### config.mk
export PLATFORM = sky130hd
export DESIGN_NAME = uart_rx_param_flat
export DESIGN_NICKNAME = d
export VERILOG_FILES = /design/src/rtl/uart_rx_param_pkg.sv /design/src/rtl/uart_rx_param_if.sv /design/src/rtl/uart_rx_param_baud_tick.sv /design/src/rtl/uart_rx_param.sv /design/src/flat_wrapper.sv
export SDC_FILE = /design/constraint.sdc
export NUM_CORES = 1
export LEC_CHECK = 0
export CAP_MARGIN = 20
export CELL_PAD_IN_SITES_DETAIL_PLACEMENT = 2
export CELL_PAD_IN_SITES_GLOBAL_PLACEMENT = 2
export CORE_MARGIN = 5
export CORE_UTILIZATION = 41
export DETAILED_ROUTE_END_ITERATION = 10
export DONT_BUFFER_PORTS = 1
export GPL_TIMING_DRIVEN = 0
export PLACE_DENSITY_LB_ADDON = 0.3
export SYNTH_ARGS = -nofsm -noshare
export SYNTH_HDL_FRONTEND = slang
export SYNTH_SLANG_ARGS = --single-unit
export TNS_END_PERCENT = 20
### constraint.sdc
create_clock -name i_sclk -period 4.71 [get_ports i_sclk]
set_input_delay 0.2355 -clock i_sclk [delete_from_list [all_inputs] [get_ports i_sclk]]
set_output_delay 0.2355 -clock i_sclk [all_outputs]
set_load 0.01 [all_outputs]
### src/rtl/uart_rx_param_pkg.sv
// Shared types and helpers for the parametrised UART receiver.
package uart_rx_param_pkg;

    typedef enum logic [2:0] {
        StIdle,
        StStart,
        StData,
        StParity,
        StStop,
        StBreakWait
    } rx_state_e;

    localparam logic [1:0] PARITY_NONE  = 2'b00;
    localparam logic [1:0] PARITY_EVEN  = 2'b01;
    localparam logic [1:0] PARITY_ODD   = 2'b10;
    localparam logic [1:0] PARITY_NONE2 = 2'b11;

    function automatic logic majority3(input logic a, input logic b, input logic c);
        return (a & b) | (a & c) | (b & c);
    endfunction

endpackage

### src/rtl/uart_rx_param_if.sv
// Receiver-to-consumer handshake: held frame, flags and valid/ready.
interface uart_rx_param_if #(
    parameter int unsigned DATA_BITS = 8
);
    logic                 valid;
    logic                 ready;
    logic [DATA_BITS-1:0] data;
    logic                 par_err;
    logic                 frame_err;
    logic                 ovr_err;

    modport master (output valid, data, par_err, frame_err, ovr_err, input ready);
    modport slave  (input valid, data, par_err, frame_err, ovr_err, output ready);
endinterface

### src/rtl/uart_rx_param_baud_tick.sv
// Oversample tick generator: counts 0..i_div and pulses o_tick on wrap; shared with the TX side.
module uart_baud_tick #(
    parameter int unsigned DIV_W = 16
) (
    input  logic             i_clk,
    input  logic             i_sclr,
    input  logic             i_restart,
    input  logic [DIV_W-1:0] i_div,
    output logic             o_tick
);
    logic [DIV_W-1:0] r_cnt;
    logic             w_wrap;

    // >= so a divisor lowered below the running count wraps at once
    assign w_wrap = (r_cnt >= i_div);
    assign o_tick = w_wrap & ~i_restart & ~i_sclr;

    always_ff @(posedge i_clk) begin
        if (i_sclr || i_restart) begin
            r_cnt <= '0;
        end else if (w_wrap) begin
            r_cnt <= '0;
        end else begin
            r_cnt <= r_cnt + 1'b1;
        end
    end
endmodule

### src/rtl/uart_rx_param.sv
// Parametrised UART receiver with majority sampling, parity/framing/overrun flags and valid/ready.
// Optional break detection is enabled by defining UART_RX_BREAK_DET_EN.
module uart_rx_param
    import uart_rx_param_pkg::*;
#(
    parameter int unsigned DATA_BITS   = 8,
    parameter int unsigned OVS         = 16,
    parameter int unsigned DIV_W       = 16,
    parameter int unsigned SYNC_STAGES = 2
) (
    input  logic             i_sclk,
    input  logic             i_sclr,
    input  logic [DIV_W-1:0] i_baud_div,
    input  logic [1:0]       i_parity_mode,
    input  logic             i_stop2,
    input  logic             i_rx,
    uart_rx_param_if.master  rx_if,
    output logic             o_rx_busy,
    output logic             o_rx_break
);
    localparam int unsigned SCW = $clog2(OVS);
    localparam int unsigned BCW = $clog2(DATA_BITS + 1);
    localparam logic [SCW-1:0] SMP0  = SCW'(OVS / 2 - 1);
    localparam logic [SCW-1:0] SMP1  = SCW'(OVS / 2);
    localparam logic [SCW-1:0] SMPD  = SCW'(OVS / 2 + 1);
    localparam logic [SCW-1:0] SLAST = SCW'(OVS - 1);

    logic [SYNC_STAGES-1:0] r_sync;
    rx_state_e              r_state;
    logic [SCW-1:0]         r_scnt;
    logic [BCW-1:0]         r_bcnt;
    logic [DATA_BITS-1:0]   r_shift;
    logic                   r_s0, r_s1, r_par, r_perr, r_ferr, r_stop2, r_stop_idx;
    logic [1:0]             r_pmode;
    logic                   r_out_valid, r_out_perr, r_out_ferr, r_out_ovr;
    logic [DATA_BITS-1:0]   r_out_data;
    logic                   w_rx_s, w_start, w_tick, w_mid, w_end, w_bit;
    logic                   w_last_stop, w_ferr_now, w_complete;

    always_ff @(posedge i_sclk) begin
        if (i_sclr) r_sync <= '1;
        else        r_sync <= {r_sync[SYNC_STAGES-2:0], i_rx};
    end

    // Low level in IDLE is a start; a line stuck low therefore yields one frame per frame time
    assign w_rx_s      = r_sync[SYNC_STAGES-1];
    assign w_start     = (r_state == StIdle) & ~w_rx_s;
    assign w_mid       = w_tick & (r_scnt == SMPD);
    assign w_end       = w_tick & (r_scnt == SLAST);
    assign w_bit       = majority3(r_s0, r_s1, w_rx_s);
    assign w_last_stop = ~r_stop2 | r_stop_idx;
    assign w_ferr_now  = r_ferr | ~w_bit;

`ifdef UART_RX_BREAK_DET_EN
    logic r_break;
    logic w_break;
    assign w_break    = w_mid & (r_state == StStop) & ~r_stop_idx & ~w_bit & (r_shift == '0);
    assign w_complete = w_mid & (r_state == StStop) & w_last_stop & ~w_break;
    assign o_rx_break = r_break;
`else
    assign w_complete = w_mid & (r_state == StStop) & w_last_stop;
    assign o_rx_break = 1'b0;
`endif

    uart_baud_tick #(
        .DIV_W(DIV_W)
    ) u_tick (
        .i_clk    (i_sclk),
        .i_sclr   (i_sclr),
        .i_restart(w_start),
        .i_div    (i_baud_div),
        .o_tick   (w_tick)
    );

    always_ff @(posedge i_sclk) begin
        if (i_sclr) begin
            r_state    <= StIdle;
            r_scnt     <= '0;
            r_bcnt     <= '0;
            r_shift    <= '0;
            r_s0       <= 1'b1;
            r_s1       <= 1'b1;
            r_par      <= 1'b0;
            r_perr     <= 1'b0;
            r_ferr     <= 1'b0;
            r_pmode    <= PARITY_NONE;
            r_stop2    <= 1'b0;
            r_stop_idx <= 1'b0;
`ifdef UART_RX_BREAK_DET_EN
            r_break    <= 1'b0;
`endif
        end else begin
`ifdef UART_RX_BREAK_DET_EN
            r_break <= 1'b0;
`endif
            if (w_tick) begin
                r_scnt <= (r_scnt == SLAST) ? '0 : r_scnt + 1'b1;
                if (r_scnt == SMP0) r_s0 <= w_rx_s;
                if (r_scnt == SMP1) r_s1 <= w_rx_s;
            end
            unique case (r_state)
                StIdle: begin
                    if (w_start) begin
                        r_state    <= StStart;
                        r_scnt     <= '0;
                        r_bcnt     <= '0;
                        r_par      <= 1'b0;
                        r_perr     <= 1'b0;
                        r_ferr     <= 1'b0;
                        r_stop_idx <= 1'b0;
                        r_pmode    <= i_parity_mode;
                        r_stop2    <= i_stop2;
                    end
                end
                StStart: begin
                    if (w_mid && w_bit) r_state <= StIdle;
                    else if (w_end)     r_state <= StData;
                end
                StData: begin
                    if (w_mid) begin
                        r_shift <= {w_bit, r_shift[DATA_BITS-1:1]};
                        r_par   <= r_par ^ w_bit;
                        r_bcnt  <= r_bcnt + 1'b1;
                    end
                    if (w_end && r_bcnt == BCW'(DATA_BITS)) begin
                        case (r_pmode)
                            PARITY_EVEN, PARITY_ODD:   r_state <= StParity;
                            PARITY_NONE, PARITY_NONE2: r_state <= StStop;
                        endcase
                    end
                end
                StParity: begin
                    if (w_mid) r_perr <= r_par ^ w_bit ^ (r_pmode == PARITY_ODD);
                    if (w_end) r_state <= StStop;
                end
                StStop: begin
                    if (w_mid) begin
                        r_ferr <= w_ferr_now;
`ifdef UART_RX_BREAK_DET_EN
                        if (w_break) begin
                            r_state <= StBreakWait;
                            r_break <= 1'b1;
                        end else
`endif
                        if (w_last_stop) r_state <= StIdle;
                    end
                    if (w_end) r_stop_idx <= 1'b1;
                end
`ifdef UART_RX_BREAK_DET_EN
                StBreakWait: begin
                    if (w_rx_s) r_state <= StIdle;
                end
`endif
                default: r_state <= StIdle;
            endcase
        end
    end

    // Output hold register: a completion while a frame is pending and not taken is dropped
    always_ff @(posedge i_sclk) begin
        if (i_sclr) begin
            r_out_valid <= 1'b0;
            r_out_data  <= '0;
            r_out_perr  <= 1'b0;
            r_out_ferr  <= 1'b0;
            r_out_ovr   <= 1'b0;
        end else if (w_complete) begin
            if (!r_out_valid || rx_if.ready) begin
                r_out_valid <= 1'b1;
                r_out_data  <= r_shift;
                r_out_perr  <= r_perr;
                r_out_ferr  <= w_ferr_now;
                r_out_ovr   <= 1'b0;
            end else begin
                r_out_ovr <= 1'b1;
            end
        end else if (r_out_valid && rx_if.ready) begin
            r_out_valid <= 1'b0;
            r_out_perr  <= 1'b0;
            r_out_ferr  <= 1'b0;
            r_out_ovr   <= 1'b0;
        end
    end

    assign rx_if.valid     = r_out_valid;
    assign rx_if.data      = r_out_data;
    assign rx_if.par_err   = r_out_perr;
    assign rx_if.frame_err = r_out_ferr;
    assign rx_if.ovr_err   = r_out_ovr;
    assign o_rx_busy       = (r_state != StIdle);
endmodule
### src/flat_wrapper.sv
// flat-port wrapper written by rule: the top's interface ports become plain ports
module uart_rx_param_flat import uart_rx_param_pkg::*;
#(
    parameter int unsigned DATA_BITS   = 8,
    parameter int unsigned OVS         = 16,
    parameter int unsigned DIV_W       = 16,
    parameter int unsigned SYNC_STAGES = 2
)
  (i_sclk, i_sclr, i_baud_div, i_parity_mode, i_stop2, i_rx, o_rx_busy, o_rx_break, rx_if_valid, rx_if_data, rx_if_par_err, rx_if_frame_err, rx_if_ovr_err, rx_if_ready);
  uart_rx_param_if #(.DATA_BITS(DATA_BITS)) rx_if_i ();
  input  logic i_sclk;
  input  logic i_sclr;
  input  logic [DIV_W-1:0] i_baud_div;
  input  logic [1:0] i_parity_mode;
  input  logic i_stop2;
  input  logic i_rx;
  output logic o_rx_busy;
  output logic o_rx_break;
  output wire logic [$bits(rx_if_i.valid)-1:0] rx_if_valid;
  output wire logic [$bits(rx_if_i.data)-1:0] rx_if_data;
  output wire logic [$bits(rx_if_i.par_err)-1:0] rx_if_par_err;
  output wire logic [$bits(rx_if_i.frame_err)-1:0] rx_if_frame_err;
  output wire logic [$bits(rx_if_i.ovr_err)-1:0] rx_if_ovr_err;
  input wire logic [$bits(rx_if_i.ready)-1:0] rx_if_ready;
  assign rx_if_valid = rx_if_i.valid;
  assign rx_if_data = rx_if_i.data;
  assign rx_if_par_err = rx_if_i.par_err;
  assign rx_if_frame_err = rx_if_i.frame_err;
  assign rx_if_ovr_err = rx_if_i.ovr_err;
  assign rx_if_i.ready = rx_if_ready;
  uart_rx_param #(.DATA_BITS(DATA_BITS), .OVS(OVS), .DIV_W(DIV_W), .SYNC_STAGES(SYNC_STAGES)) u_core (.i_sclk(i_sclk), .i_sclr(i_sclr), .i_baud_div(i_baud_div), .i_parity_mode(i_parity_mode), .i_stop2(i_stop2), .i_rx(i_rx), .rx_if(rx_if_i), .o_rx_busy(o_rx_busy), .o_rx_break(o_rx_break));
endmodule
==> out/results.txt <==
Sequence of cells on the critical path - inv_1 -> ha_1 -> nand2b_1 -> a2111oi_0 -> or4_1 -> nand3_2 -> buf_6 -> nand3_1 -> buf_2 -> mux2i_1 -> nor2_1
Clk_lat worst skew - 340 ps
Crit-path max FO - 10
Antenna viol nets, final - 0
Kind of end point of the critical path - register
DR vias/cell - 5.37
Register bit count reported by yosys - 58
Post-synthesis cell type count - 42
Worst Skew - 11.4 ps
Met3 WL post-DR - 279 um
TNS Setup - 0 ps
Hold path depth - 2
Warnings, synthesis - 0
GRT Total Usage - 20.8%
Die area - 9000 um2
Remaining Overflow, GRT - 0
Max clock buf depth - 2
EDFF count, synth - 0
Core area - 7140 um2
DR pass1 iterations - 4
FF+latch area - 1160 um2
Post-CTS Setup Inserts - 0
Top layer reached by signal wires - met4
Final setup viols - 0
Routed WL per cell - 18.1 um
CP arrival - 3000 ps
Mapped Area - 2950 um2
Final wirelength - 8460 um
Rel. slew slack - 61.6%
Root buffer cell - clkbuf_8
Die Width - 94.9 um
Maximum VDD drop - 0.160 mV
Max-cap violations - 0
Initial antenna violation count - 0
Largest net degree at the start of global routing - 11
TritonCTS buffer count - 9
Req. time, crit path - 4920 ps
Clk sink count - 58
Share of flip-flops with an asynchronous set or reset - 0%
GP Congestion - 0.873
Tcrit/Tclk final - 59.4%
Critical-path top delay cell - a2111oi_0
Syn Area/Cell - 8.44 um2
Vias in the first global route - 2794
Pins Over Slew Limit - 0
DP HPWL - 5830 um
Final hold violation count - 0
Tmin final - 2800 ps
Starting Density - 41.4%
Top_reg_cell synth - dfxtp_1
Crit-path max cell delay - 570 ps
Ratio of cells with drive above 1 in the final layout - 7.61%
Achievable Freq - 0.357 GHz
# DRC - 0
NumNets Final - 409
Pwr Density - 296 nW/um2
CP Launch Type - register
# rows - 31
Placed cell areas - 3080 um2
Io pins - 37
Worst slew pin tran - 562 ps
Chip Height - 94.9 um
Vias - 2506
Pwr Total - 968 uW
Met1 Wirelength - 3600 um
P&R area growth vs syn - 10.7%
Cell count after synthesis - 350
Worst hold slack - 31.9 ps
CTS clock-pin slew for the worst setup and hold paths - 70 ps
Post-synthesis sequential area ratio - 39.3%
Status - completed
H-tree depth - 3
Type of the most critical hold path - in -> reg
RSZ-0062 raised after global routing - false
Filler cells - 832
Footprint of the multi-input gates - 1620 um2
First-pass GRT wire length - 14300 um
Placement Setup Slack - 1980 ps
Metal2 WL - 4440 um
Final Cell Area - 3270 um2
Leakage - 1.46 nW
Final WS setup - 1910 ps
Worst R2R Path Depth - 11
Port Buf Inserts - 0
CTS tree - done
Ant diodes - 0
Net count after synthesis - 396
1st-iter DRT viols - 62
WS Path Type - reg -> reg
-- final timing paths --
| check | from | to | slack, ps |
|---|---|---|---|
| max | u_core.u_tick.r_cnt[0] | u_core.rx_if.data[5] | 1910 |
| min | i_parity_mode[1] | u_core.r_pmode[1] | 30 |
| min reg2reg | u_core.r_sync[0] | u_core.r_sync[1] | 420 |
| max reg2reg | u_core.u_tick.r_cnt[0] | u_core.rx_if.data[5] | 1910 |
-- stage by stage --
step	cells	utilization, %
floorplan	350	-
global placement	449	43.1
detailed placement	449	43.1
CTS	467	45.8
global route	467	45.8
finish	467	45.8
-- logic make-up (layout without fill, tap and decap cells) --
kind of cell             count (synthesis)  count (layout)  share of synthesized area [%]
AND/OR/NAND/NOR                        142             142                           23.1
flip-flops                              58              58                           39.3
AO/OA/AOI/OAI                           44              44                           8.85
buffers and inverters                   42              60                           6.01
adder cells (fa/ha/maj)                 24              24                           10.1
multiplexers                            22              22                           7.45
XOR/XNOR                                17              17                           5.04
other                                    1               1                          0.127
-- sequential cells by signal, summed over array words and instances (netlist names), 2 cells and up --
signal	count
u_core.u_tick.r_cnt	16
u_core.r_scnt	4
u_core.r_sync	2
u_core.rx_if.data	8
u_core.r_shift	8
u_core.r_bcnt	4
u_core.r_pmode	2
u_core.r_state	3
-- metal layers --
layer	GRT usage (%)	up-vias
li1	-	1211
met2	37.1	36
met3	4.38	12
met5	0	-
met1	24.3	1247
met4	7.81	0
-- repair_timing --
action / CTS / global route
hold endpoints to repair: 2 / 0
resized for setup: 0 / 0
hold buffers: 2 / 0
-- placed cells by master (no fill, tap or decap), drive strengths merged, types with 2 or more instances in the layout --
cell type / Yosys / layout
nor2: 58 / 58
dfxtp: 58 / 58
inv: 29 / 29
ha: 23 / 23
nand2: 23 / 23
mux2i: 22 / 22
a21oi: 21 / 21
clkbuf: 6 / 17
nand3: 15 / 15
xor2: 10 / 10
nand4: 9 / 9
o21ai: 7 / 7
nand2b: 7 / 7
xnor2: 7 / 7
buf: 7 / 7
and3: 6 / 6
nor2b: 5 / 5
nor3: 5 / 5
a31oi: 4 / 4
and4: 3 / 3
or2: 3 / 3
clkinv: 0 / 3
or4: 2 / 2
a211oi: 2 / 2
and2: 2 / 2
nand3b: 2 / 2
o32ai: 2 / 2
clkinvlp: 0 / 2
dlygate4sd3: 0 / 2
-- power by group --
group / switching, mW / internal (mW) / leakage, nW
clock: 0.211 / 0.203 / 0.0851
combinational: 0.0356 / 0.0183 / 0.909
sequential: 0.00556 / 0.495 / 0.468
total: 0.252 / 0.716 / 1.46
-- layout make-up --
cell class | count | area share, %
Inverter | 29 | 3.33
Clock inverter | 5 | 0.918
Sequential cell | 58 | 35.5
Multi-Input combinational cell | 250 | 49.4
Tap cell | 99 | 3.79
Buffer | 13 | 2.10
Clock buffer | 11 | 4.32
Timing Repair Buffer | 2 | 0.612
-- critical path, delay by kind of cell, from the launching register on --
kind | cells | cell delay, ps
AOI/OAI and AO/OA | 1 | 570
adders and majority gates | 1 | 270
buffers and inverters | 3 | 540
DFF | 1 | 420
muxes | 1 | 270
and+or+nand+nor | 5 | 600
-- synth_stat cells, drive strengths merged (4+ instances only) --
| master | count | share of area [%] |
|---|---|---|
| clkbuf | 6 | 0.76 |
| xnor2 | 7 | 2.1 |
| nand2 | 23 | 3.0 |
| nand2b | 7 | 1.5 |
| nor3 | 5 | 0.85 |
| nand4 | 9 | 1.9 |
| nor2 | 58 | 7.4 |
| and3 | 6 | 1.3 |
| ha | 23 | 9.7 |
| mux2i | 22 | 7.5 |
| dfxtp | 58 | 39 |
| o21ai | 7 | 1.2 |
| nand3 | 15 | 2.7 |
| inv | 29 | 3.7 |
| nor2b | 5 | 1.1 |
| xor2 | 10 | 3.0 |
| a21oi | 21 | 3.6 |
| a31oi | 4 | 0.85 |
| buf | 7 | 1.6 |
No activity file was read; power rests on OpenSTA's default activity.
